`src/rtl/boot_rom_arb_pkg.sv`:
```
`default_nettype none
// ---------------------------------------------------------------------------
// boot_rom_arb_pkg : shared types and constants for the boot ROM arbiter
// Rev 1.0
// ---------------------------------------------------------------------------
package boot_rom_arb_pkg;

  // Owner of the response currently in the single response stage
  typedef enum logic [1:0] {
    OWN_NONE  = 2'd0,
    OWN_INSTR = 2'd1,
    OWN_DATA  = 2'd2
  } owner_e;

  localparam logic [31:0] ROM_ERR_DATA  = 32'h0000_0000;
  localparam int          ROM_DEPTH_DEF = 800;

  // Word index of a byte address inside the ROM window
  function automatic logic [9:0] word_index(input logic [11:0] addr);
    return addr[11:2];
  endfunction

endpackage : boot_rom_arb_pkg
`default_nettype wire

```
`src/rtl/boot_rom_rr_arb.sv`:
```
`default_nettype none
// ---------------------------------------------------------------------------
// boot_rom_rr_arb : 2-way round-robin arbiter, bit 0 = instr, bit 1 = data
// Rev 1.0
// ---------------------------------------------------------------------------
module boot_rom_rr_arb #(
  parameter bit INSTR_FIRST = 1'b1
) (
  input  logic       clk,
  input  logic       rst,
  input  logic [1:0] i_req,
  output logic [1:0] o_gnt
);

  // Set when instr wins the next conflict, i.e. data was granted last
  logic r_prio_instr;

  always_comb begin
    o_gnt = 2'b00;
    unique case (i_req)
      2'b01:   o_gnt = 2'b01;
      2'b10:   o_gnt = 2'b10;
      2'b11:   o_gnt = r_prio_instr ? 2'b01 : 2'b10;
      default: o_gnt = 2'b00;
    endcase
  end

  always_ff @(posedge clk) begin
    if (rst) begin
      r_prio_instr <= INSTR_FIRST;
    end else if (o_gnt[0]) begin
      r_prio_instr <= 1'b0;
    end else if (o_gnt[1]) begin
      r_prio_instr <= 1'b1;
    end
  end

endmodule : boot_rom_rr_arb
`default_nettype wire

```
`src/rtl/boot_rom_arbiter.sv`:
```
`default_nettype none
// ---------------------------------------------------------------------------
// boot_rom_arbiter : shares the single-port boot ROM between instr and data
// ports with round-robin arbitration and illegal-access filtering. Rev 1.0
// ---------------------------------------------------------------------------
module boot_rom_arbiter
  import boot_rom_arb_pkg::*;
#(
  parameter int AW          = 12,
  parameter int ROM_AW      = 10,
  parameter int ROM_DEPTH   = ROM_DEPTH_DEF,
  parameter bit INSTR_FIRST = 1'b1
) (
  input  logic              CLK,
  input  logic              RST,
  input  logic              instr_req_i,
  input  logic [AW-1:0]     instr_addr_i,
  output logic              instr_gnt_o,
  output logic              instr_rvalid_o,
  output logic [31:0]       instr_rdata_o,
  output logic              instr_err_o,
  input  logic              data_req_i,
  input  logic              data_we_i,
  input  logic [AW-1:0]     data_addr_i,
  output logic              data_gnt_o,
  output logic              data_rvalid_o,
  output logic [31:0]       data_rdata_o,
  output logic              data_err_o,
  output logic              rom_csn_o,
  output logic [ROM_AW-1:0] rom_a_o,
  input  logic [31:0]       rom_q_i
);

  localparam logic [ROM_AW:0] c_depth = (ROM_AW + 1)'(ROM_DEPTH);

  logic [1:0]        w_req;
  logic [1:0]        w_gnt;
  logic [ROM_AW-1:0] w_instr_idx;
  logic [ROM_AW-1:0] w_data_idx;
  logic              w_instr_legal;
  logic              w_data_legal;
  logic              w_sel_legal;
  logic [ROM_AW-1:0] w_sel_idx;
  logic              w_rom_rd;
  owner_e            w_owner_nxt;
  logic              w_err_nxt;
  logic              w_instr_rv;
  logic              w_data_rv;
  owner_e            r_owner;
  logic              r_err;

  // Reset masks requests so no grant or ROM access escapes while RST is high
  assign w_req = {data_req_i, instr_req_i} & {2{~RST}};

  boot_rom_rr_arb #(
    .INSTR_FIRST (INSTR_FIRST)
  ) u_rr_arb (
    .clk   (CLK),
    .rst   (RST),
    .i_req (w_req),
    .o_gnt (w_gnt)
  );

  assign instr_gnt_o = w_gnt[0];
  assign data_gnt_o  = w_gnt[1];

  assign w_instr_idx   = instr_addr_i[ROM_AW+1:2];
  assign w_data_idx    = data_addr_i[ROM_AW+1:2];
  assign w_instr_legal = ({1'b0, w_instr_idx} < c_depth);
  assign w_data_legal  = ({1'b0, w_data_idx} < c_depth) && !data_we_i
                         && (data_addr_i[1:0] == 2'b00);

  assign w_sel_legal = w_gnt[0] ? w_instr_legal : w_data_legal;
  assign w_sel_idx   = w_gnt[0] ? w_instr_idx   : w_data_idx;
  assign w_rom_rd    = (|w_gnt) && w_sel_legal;

  assign rom_csn_o = ~w_rom_rd;
  assign rom_a_o   = w_rom_rd ? w_sel_idx : '0;

  // Instruction fetches are word-granular; low byte-offset bits are ignored
  logic w_unused_lsb;
  assign w_unused_lsb = ^instr_addr_i[1:0];

  generate
    if (AW > ROM_AW + 2) begin : g_addr_hi
      logic w_unused_hi;
      assign w_unused_hi = ^{instr_addr_i[AW-1:ROM_AW+2], data_addr_i[AW-1:ROM_AW+2]};
    end
  endgenerate

  // Response stage: state register
  always_ff @(posedge CLK) begin
    if (RST) begin
      r_owner <= OWN_NONE;
      r_err   <= 1'b0;
    end else begin
      r_owner <= w_owner_nxt;
      r_err   <= w_err_nxt;
    end
  end

  // Response stage: next state
  always_comb begin
    w_owner_nxt = OWN_NONE;
    w_err_nxt   = 1'b0;
    if (w_gnt[0]) begin
      w_owner_nxt = OWN_INSTR;
      w_err_nxt   = !w_instr_legal;
    end else if (w_gnt[1]) begin
      w_owner_nxt = OWN_DATA;
      w_err_nxt   = !w_data_legal;
    end
  end

  // Response stage: outputs; a response in flight when RST rises is dropped
  always_comb begin
    w_instr_rv     = (r_owner == OWN_INSTR) && !RST;
    w_data_rv      = (r_owner == OWN_DATA) && !RST;
    instr_rvalid_o = w_instr_rv;
    data_rvalid_o  = w_data_rv;
    instr_err_o    = w_instr_rv && r_err;
    data_err_o     = w_data_rv && r_err;
    instr_rdata_o  = (w_instr_rv && !r_err) ? rom_q_i : ROM_ERR_DATA;
    data_rdata_o   = (w_data_rv && !r_err) ? rom_q_i : ROM_ERR_DATA;
  end

endmodule : boot_rom_arbiter
`default_nettype wire
```
`config.mk`:
```
export PLATFORM = sky130hd
export DESIGN_NAME = boot_rom_arbiter
export DESIGN_NICKNAME = d
export VERILOG_FILES = /design/src/rtl/boot_rom_arb_pkg.sv /design/src/rtl/boot_rom_rr_arb.sv /design/src/rtl/boot_rom_arbiter.sv
export SDC_FILE = /design/constraint.sdc
export NUM_CORES = 1
export LEC_CHECK = 0
export CAP_MARGIN = 25
export CORE_MARGIN = 3
export CORE_UTILIZATION = 24
export CTS_BUF_LIST = sky130_fd_sc_hd__clkbuf_2 sky130_fd_sc_hd__clkbuf_4 sky130_fd_sc_hd__clkbuf_8
export CTS_CLUSTER_DIAMETER = 100
export CTS_CLUSTER_SIZE = 40
export DETAILED_ROUTE_END_ITERATION = 10
export GPL_ROUTABILITY_DRIVEN = 0
export PLACE_DENSITY = 0.89
export SLEW_MARGIN = 20
export SYNTH_ARGS = -nofsm -noshare
export SYNTH_HDL_FRONTEND = slang
export SYNTH_SLANG_ARGS = --single-unit
```
`constraint.sdc`:
```
create_clock -name CLK -period 3.45 [get_ports CLK]
set_clock_uncertainty 0.05 [all_clocks]
set_input_delay 0.69 -clock CLK [delete_from_list [all_inputs] [get_ports CLK]]
set_output_delay 0.69 -clock CLK [all_outputs]
set_load 0.005 [all_outputs]
```
---- Word level (Yosys, flattened, before mapping) ----
Index checks and enable logic that the tools add are counted.
cells by class
  add/sub/neg operators ................... 0
  $mul .................................... 0
  div/mod/pow operators ................... 0
  order comparisons ....................... 2
  equality and inequality tests ........... 5
  shift-type cells ........................ 0
  multiplexer cells ....................... 13
  bitwise logic cells ..................... 3
  reduce and logical (&&, ||, !) cells .... 18
operators with widths
  cell                                                              number
  32-bit 2-to-1 mux                                                 2
  10-bit less-than comparator (second input constant)               2
  10-bit 2-to-1 mux                                                 2
  1-bit logical AND                                                 9
  2-bit == test (second input constant)                             3
  1-bit 2-to-1 mux                                                  6
  2-bit one-hot mux with 3 select lines                             1
  1-bit zero test                                                   5
  2-bit by 1-bit == test with 1-bit output (second input constant)  2
  2-bit 2-to-1 mux                                                  2
  2-bit OR reduction                                                2
  2-bit AND                                                         1
  2-bit zero test                                                   1
  1-bit NOT                                                         2
  2-bit nonzero test                                                1
storage, ports and cells
  bits in registers ....................... 4
  latch bits .............................. 0
  RAM bits ................................ 0
  memory bits (read-only) ................. 0
  input port bits ......................... 61
  logic and storage cells ................. 45
  memories ................................ 0

---- Logic depth before layout (Yosys ltp) ----
Gate-level depths: netlist (run 1).
  depth after elaboration ................. 7
  gate-level depth with buffers ........... 5

---- Modules after synthesis ----
A second synthesis (run 1) with hierarchy kept.
unflattened totals
  cell total of the unflattened synthesis .. 117
  area, all modules ....................... 802.0 um2
modules (own cells, without submodules)
  module            instances  cells an instance  area each (um2)  seq. area each (um2)
  boot_rom_arbiter  1          110                747.0            60.1
  boot_rom_rr_arb   1          7                  55.1             20.0

---- Least setup slack after synthesis (run 1) ----
No wires, ideal clock.
  path kind ............................... input port to output port
  start point ............................. in data_addr_i[9]
  end point ............................... out rom_a_o[6]
  data arrival time ....................... 1.668 ns
  data required time ...................... 2.710 ns
  slack ................................... 1.042 ns
  stages .................................. 4
  buffers on the path ..................... 1
  cells stage by stage .................... o311a_1 > a2111oi_4 > buf_6 > a32o_1
between the ends
  longest elaborated chain between the ends .. 6
RTL lines
  what                         RTL line                source
  from (decl)                  boot_rom_arbiter.sv:24  input logic [AW-1:0] data_addr_i,
  10-bit less-than comparator  boot_rom_arbiter.sv:70  assign w_data_legal = ({1'b0, w_data_idx} < c_depth) && !data_we_i
  1-bit logical AND            boot_rom_arbiter.sv:70
  1-bit logical AND            boot_rom_arbiter.sv:71  && (data_addr_i[1:0] == 2'b00);
  1-bit 2-to-1 mux             boot_rom_arbiter.sv:73  assign w_sel_legal = w_gnt[0] ? w_instr_legal : w_data_legal;
  1-bit logical AND            boot_rom_arbiter.sv:75  assign w_rom_rd = (|w_gnt) && w_sel_legal;
  10-bit 2-to-1 mux            boot_rom_arbiter.sv:78  assign rom_a_o = w_rom_rd ? w_sel_idx : '0;
  to (decl)                    boot_rom_arbiter.sv:30  output logic [ROM_AW-1:0] rom_a_o,
Every way passes these cells.

---- Worst setup path in the final report (run 1) ----
  start point ............................. in data_we_i
  end point ............................... out rom_a_o[2]
between the ends
  longest elaborated chain between the ends .. 6
RTL lines
  what               RTL line                source
  from (decl)        boot_rom_arbiter.sv:23  input logic data_we_i,
  1-bit zero test    boot_rom_arbiter.sv:70
  1-bit logical AND  boot_rom_arbiter.sv:70
  1-bit logical AND  boot_rom_arbiter.sv:71
  1-bit 2-to-1 mux   boot_rom_arbiter.sv:73
  1-bit logical AND  boot_rom_arbiter.sv:75
  10-bit 2-to-1 mux  boot_rom_arbiter.sv:78
Every way passes these cells.

==> results of run 1 <==
## stage by stage
step | power [mW] | TNS (ps)
6_report | 0.284 | 0
5_1_grt | 0.304 | -7.49
4_1_cts | 0.286 | 0
3_5_place_dp | 0.226 | 0
3_3_place_gp | 0.221 | 0
2_1_floorplan | 0.0983 | 0
## cell usage after synthesis, drive strengths merged
cell type,n
and2,66
a22o,8
buf,8
dfxtp,4
nor3b,4
a32o,3
a21oi,2
and2b,2
nor2,2
o311a,2
a2111oi,1
inv,1
nand2,1
nand2b,1
nor2b,1
nor4b,1
o21ai,1
or2,1
or3,1
## final timing paths
check                        start         end  slack, ps  cells after the start
max                      data_we_i  rom_a_o[2]         60                      6
min          u_rr_arb.r_prio_instr  r_owner[1]        510                      1
max reg2reg  u_rr_arb.r_prio_instr       r_err       2250                      3
min reg2reg  u_rr_arb.r_prio_instr  r_owner[1]        510                      1
## report_power, final
part           total (mW)  leakage, nW  switching [mW]  internal [mW]
registers          0.0530       0.0332         0.00336         0.0496
logic               0.172        0.885          0.0507          0.122
clock network      0.0584       0.0138          0.0195         0.0389
total               0.284        0.932          0.0735          0.210
## final cells by class
type,instances,area (sq um),area share (%)
clock buffers,3,22.5,0.953
repair buffers,149,1490,62.9
flip-flops and latches,4,80.1,3.39
multi-input cells,97,716,30.3
inverters,1,3.75,0.159
well taps,44,55.1,2.33
## per-layer routing
layer	global-route usage [%]	vias up	routed length, microns	share of wire [%]
li1	-	661	-	-
met2	40.1	56	2520	57
met1	18.6	579	1450	33
met3	4.96	0	421	9.6
met5	0	-	0	0
met4	1.55	0	0	0
## critical path: cells and delay by family
kind,cells,cell delay [ps]
AO/OA/AOI/OAI,2,470
AND/OR/NAND/NOR,1,400
buffers and inverters,3,1090
## cell families after synthesis
kind of cell / count (synthesis)
flip-flops: 4
AO/OA/AOI/OAI: 17
AND/OR/NAND/NOR: 80
buffers and inverters: 9
## flip-flops by register name, indices dropped and copies added, names as in the netlist
name                   flops
r_owner                    2
u_rr_arb.r_prio_instr      1
r_err                      1
## repair_timing
item | in CTS | in global routing
setup endpoints to repair | 0 | 10
setup buffers | 0 | 2
gates resized for setup | 0 | 4
==> impl_metrics.json, run 1 <==
{
  "status": "finished, final reports clean",
  "core-area_sq_um": 3200,
  "hold_class": "flip-flop to flip-flop",
  "grt_pass1_wl_microns": 6480,
  "slew_violations": 0,
  "ir_drop_uv": 117,
  "hold_buffers": 0,
  "htree_levels": 1,
  "syn_avg_cell_area_sq_um": 7.70,
  "area_delta_synth_final_pct": 179,
  "power_leakage_nw": 0.932,
  "grt_overflow_total": 0,
  "dp_slack_ps": 27.7,
  "path_max_fanout": 6,
  "required_ps": 2710,
  "layout.nets": 317,
  "tightest_slew_ps": 331,
  "synth_top_family_by_area": "simple AND/OR/NAND/NOR gates",
  "syn_area_sq_um": 847,
  "num_rows": 20,
  "dp.final_hpwl_microns": 3810,
  "fin_crit_sh_pct": 98.3,
  "fp.dieH_microns": 65.4,
  "cp_cell_sequence": "clkdlybuf4s50_1, or3_4, a2111oi_4, buf_6, a22o_1, clkdlybuf4s50_1",
  "groute.usage.overall_pct": 19.0,
  "setup_viol": 0,
  "wl_per_cell_microns": 14.7,
  "synthAdderAreaFrac_pct": 0,
  "ys_types": 21,
  "ys_seq_area_share_pct": 9.45,
  "placed_area_sq_um": 2310,
  "synthCells": 110,
  "whs_ps": 514,
  "die_area_sq_um": 4280,
  "criticalPathCategory": "input port to primary output",
  "synthXorXnorAreaFrac_pct": 0,
  "num_antenna_cells": 0,
  "relSlewSlack_pct": 77.8,
  "synth_compound_area_share_pct": 19.2,
  "slowest_delay_ps": 520,
  "yosysWarnings": 0,
  "vias": 1296,
  "maxCapViolCount": 0,
  "drc_errors": 0,
  "first_global_vias": 1252,
  "yosysTopAreaCellShare_pct": 48.7,
  "cts.path.max_buffers": 2,
  "die_w_microns": 65.4,
  "nFillCells": 271,
  "cts.clk_slew.worst_paths_ps": 40,
  "drtIter0Drc": 27,
  "start_util_pct": 26.4,
  "cts_root_buf": "clkbuf_4",
  "cts.sinks": 4,
  "synth_top_cell_by_area": "and2_1",
  "cts_made_buffers": 3,
  "first_pass_iters": 3,
  "powerDensity_nw_per_um2": 120,
  "fin_cells": 298,
  "critPathLaunchType": "input port",
  "synth_simple_gate_area_share_pct": 64.7,
  "max_freq_mhz": 295,
  "path_common_cell": "clkdlybuf4s50_1",
  "io_pins": 142,
  "drtAntennaViolNets": 0,
  "cpMaxStageDelayCell": "clkdlybuf4s50_1",
  "endpoint_kind": "primary output",
  "hold_violations": 0,
  "arrival_ps": 2650,
  "routed_wl_microns": 4390,
  "synthTopCellsByArea": "and2_1 49%, dfxtp_1 9.5%, a22o_1 8.3%",
  "layout_commonest_cell": "clkdlybuf4s50_1",
  "antenna_found_initial": 0,
  "numPortBuffers": 139,
  "grt_max_degree": 33,
  "cts_tree": "yes",
  "dp.cells": 292,
  "period_minus_slack_ps": 3390,
  "final_util_pct": 73.8,
  "detail_route.vias_per_cell": 4.35,
  "mostFrequentLayoutCells": "138 x clkdlybuf4s50_1, 66 x and2_1, 8 x a22o_1, 8 x buf_4, 4 x dfxtp_1",
  "worst_skew_pair.late_latency_ps": 230,
  "synth_seq_cells": 4,
  "setup_ws_ps": 57.3,
  "final_area_sq_um": 2360,
  "synth_mux_area_share_pct": 0,
  "drive_gt1_share_pct": 8.66,
  "synth.net_count": 171
}
(Power assumes the default switching activity.)
==> run 2, diff against run 1 <==
--- a/config.mk
+++ b/config.mk
@@ -7,13 +7,13 @@
 export LEC_CHECK = 0
 export CAP_MARGIN = 25
 export CORE_MARGIN = 3
-export CORE_UTILIZATION = 24
+export CORE_UTILIZATION = 22
 export CTS_BUF_LIST = sky130_fd_sc_hd__clkbuf_2 sky130_fd_sc_hd__clkbuf_4 sky130_fd_sc_hd__clkbuf_8
 export CTS_CLUSTER_DIAMETER = 100
 export CTS_CLUSTER_SIZE = 40
 export DETAILED_ROUTE_END_ITERATION = 10
 export GPL_ROUTABILITY_DRIVEN = 0
-export PLACE_DENSITY = 0.89
+export PLACE_DENSITY = 0.82
 export SLEW_MARGIN = 20
 export SYNTH_ARGS = -nofsm -noshare
 export SYNTH_HDL_FRONTEND = slang
==> constraint.sdc (replaced) <==
create_clock -name CLK -period 3.25 [get_ports CLK]
set_clock_uncertainty 0.05 [all_clocks]
set_input_delay 0.65 -clock CLK [delete_from_list [all_inputs] [get_ports CLK]]
set_output_delay 0.65 -clock CLK [all_outputs]
set_load 0.005 [all_outputs]
==> run 2 against run 1 <==
Combinational power increased by 8%. Core utilization decreased by 3.0 points. Register-to-register slack got worse by 280 ps. Highest routed layer is now met4. Final area increased by 5.4%. Cell count increased by 4.0%. Critical path depth increased by 2. Via count increased by 2.9%. Wire length decreased by 8.5%. Global-route usage decreased by 2.5 points. Largest power group unchanged. Non-clock buffer count increased by 10. Die area increased by 8.2%. Power increased by 22%.
==> impl_metrics.json, run 2 (same netlist as run 1, synthesis figures left out) <==
{
  "top_regs": "r_owner: 2 flops, r_err: 1 flops, u_rr_arb.r_prio_instr: 1 flops",
  "die_w_microns": 68.1,
  "drtIter0Drc": 35,
  "drtAntennaViolNets": 0,
  "fp.dieH_microns": 68.1,
  "path_common_cell": "buf_4",
  "fin_crit_sh_pct": 98.6,
  "htree_levels": 1,
  "final_area_sq_um": 2490,
  "cts.sinks": 4,
  "die_area_sq_um": 4630,
  "worst_skew_pair.late_latency_ps": 210,
  "hold_violations": 0,
  "dp.final_hpwl_microns": 3420,
  "drc_errors": 0,
  "hold_class": "flip-flop to flip-flop",
  "cpMaxStageDelayCell": "clkdlybuf4s50_1",
  "total_power_uw": 346,
  "area_delta_synth_final_pct": 194,
  "cts_made_buffers": 3,
  "path_max_fanout": 4,
  "relSlewSlack_pct": 79.8,
  "period_minus_slack_ps": 3200,
  "slew_violations": 0,
  "criticalPathCategory": "input port to primary output",
  "cts.path.max_buffers": 2,
  "dp.cells": 297,
  "vias": 1333,
  "maxCapViolCount": 0,
  "endpoint": "rom_a_o[3]",
  "placed_area_sq_um": 2320,
  "first_pass_iters": 4,
  "nFillCells": 287,
  "r2r-start": "u_rr_arb.r_prio_instr",
  "status": "finished, final reports clean",
  "largest_reg_flops": 2,
  "fin_cells": 310,
  "start_util_pct": 24.1,
  "grt_overflow_total": 0,
  "tightest_slew_ps": 303,
  "arrival_ps": 2500,
  "mostFrequentLayoutCells": "118 x clkdlybuf4s50_1, 66 x and2_1, 15 x buf_4",
  "numPortBuffers": 139,
  "drive_gt1_share_pct": 12.1,
  "num_antenna_cells": 0,
  "hold_buffers": 0,
  "regMostFlops": "r_owner",
  "cts_root_buf": "clkbuf_8",
  "power_leakage_nw": 1.20,
  "holdPathStages": 1,
  "ir_drop_uv": 139,
  "wl_per_cell_microns": 13.0,
  "layout.nets": 327,
  "setup_viol": 0,
  "slowest_delay_ps": 420,
  "rsz0062_at_grt": "yes",
  "first_global_vias": 1247,
  "grt_pass1_wl_microns": 5930,
  "setup_ws_ps": 45.2,
  "critPathLaunchType": "input port",
  "grt_max_degree": 19,
  "io_pins": 142,
  "groute.usage.overall_pct": 16.5,
  "routed_wl_microns": 4020,
  "cp_cell_sequence": "clkdlybuf4s50_1, o311a_1, nor4b_4, buf_4, buf_12, buf_4, a22o_1, dlygate4sd2_1",
  "layout_commonest_cell": "clkdlybuf4s50_1",
  "num_rows": 21,
  "endpoint_kind": "primary output",
  "required_ps": 2550,
  "detail_route.vias_per_cell": 4.30,
  "regToRegEndpoint": "r_err",
  "core-area_sq_um": 3520,
  "cts.clk_slew.worst_paths_ps": 30,
  "max_freq_mhz": 312,
  "dp_slack_ps": -54.4,
  "reg2reg_setup_slack_ps": 1970,
  "powerDensity_nw_per_um2": 139,
  "antenna_found_initial": 0,
  "reg2reg_depth": 4,
  "crit_start": "instr_addr_i[8]",
  "cts_tree": "yes"
}
==> run 2: cell count changes in the layout (fill, tap and decap cells not counted), moves of 2 or more <==
cell,before,now
buf_4,8,15
buf_6,1,3
clkbuf_4,3,0
clkbuf_8,0,3
clkdlybuf4s50_1,138,118
dlygate4sd2_1,0,9
dlymetal6s2s_1,1,11
==> run 2: area by class of cell <==
type                       instances  area, sq um  share of cell area (%)
sequential                         4         80.1                    3.22
timing repair buffer             159         1590                    63.8
inverter                           1         3.75                   0.151
clock buffer                       3         41.3                    1.66
tap                               46         57.6                    2.31
multi-input combinational         97          718                    28.8
==> run 2: worst min path at each step <==
stage | from | endpoint | slack [ps]
floorplan | u_rr_arb.r_prio_instr | r_owner[1] | 470
detailed placement | u_rr_arb.r_prio_instr | r_owner[1] | 530
global placement | u_rr_arb.r_prio_instr | r_owner[1] | 500
global route | u_rr_arb.r_prio_instr | u_rr_arb.r_prio_instr | 580
finish | u_rr_arb.r_prio_instr | r_owner[1] | 530
CTS | u_rr_arb.r_prio_instr | r_owner[1] | 530
==> run 2: worst max-delay path: cells and delay by family <==
family / cells / cell delay (ps)
buf+inv: 5 / 1030
compound gates: 2 / 520
simple gates: 1 / 310
==> run 2: power breakdown <==
part	internal (mW)	switching, mW
clock network	0.0788	0.0244
registers	0.0528	0.00411
logic	0.133	0.0529
total	0.265	0.0814
==> run 2: through the flow <==
stage | setup TNS [ps] | utilization [%] | hold slack [ps]
detailed placement | -439 | 65.8 | 531
global placement | -531 | 65.8 | 503
CTS | 0 | 67.8 | 535
floorplan | 0 | - | 470
finish | 0 | 70.7 | 535
global route | -21.7 | 70.7 | 577
==> run 2: metal layers <==
metal | up-vias | track usage, % | share of wire (%)
met5 | - | 0 | 0
met4 | 0 | 4.47 | 0.87
met3 | 5 | 5.91 | 13
met2 | 75 | 32.4 | 54
met1 | 568 | 15.9 | 32
li1 | 685 | - | -
==> run 2: repair_timing <==
action | in CTS | in global routing
setup buffers | 5 | 5
gates resized for setup | 11 | 18
setup endpoints to repair | 10 | 37
pin swaps | 0 | 2
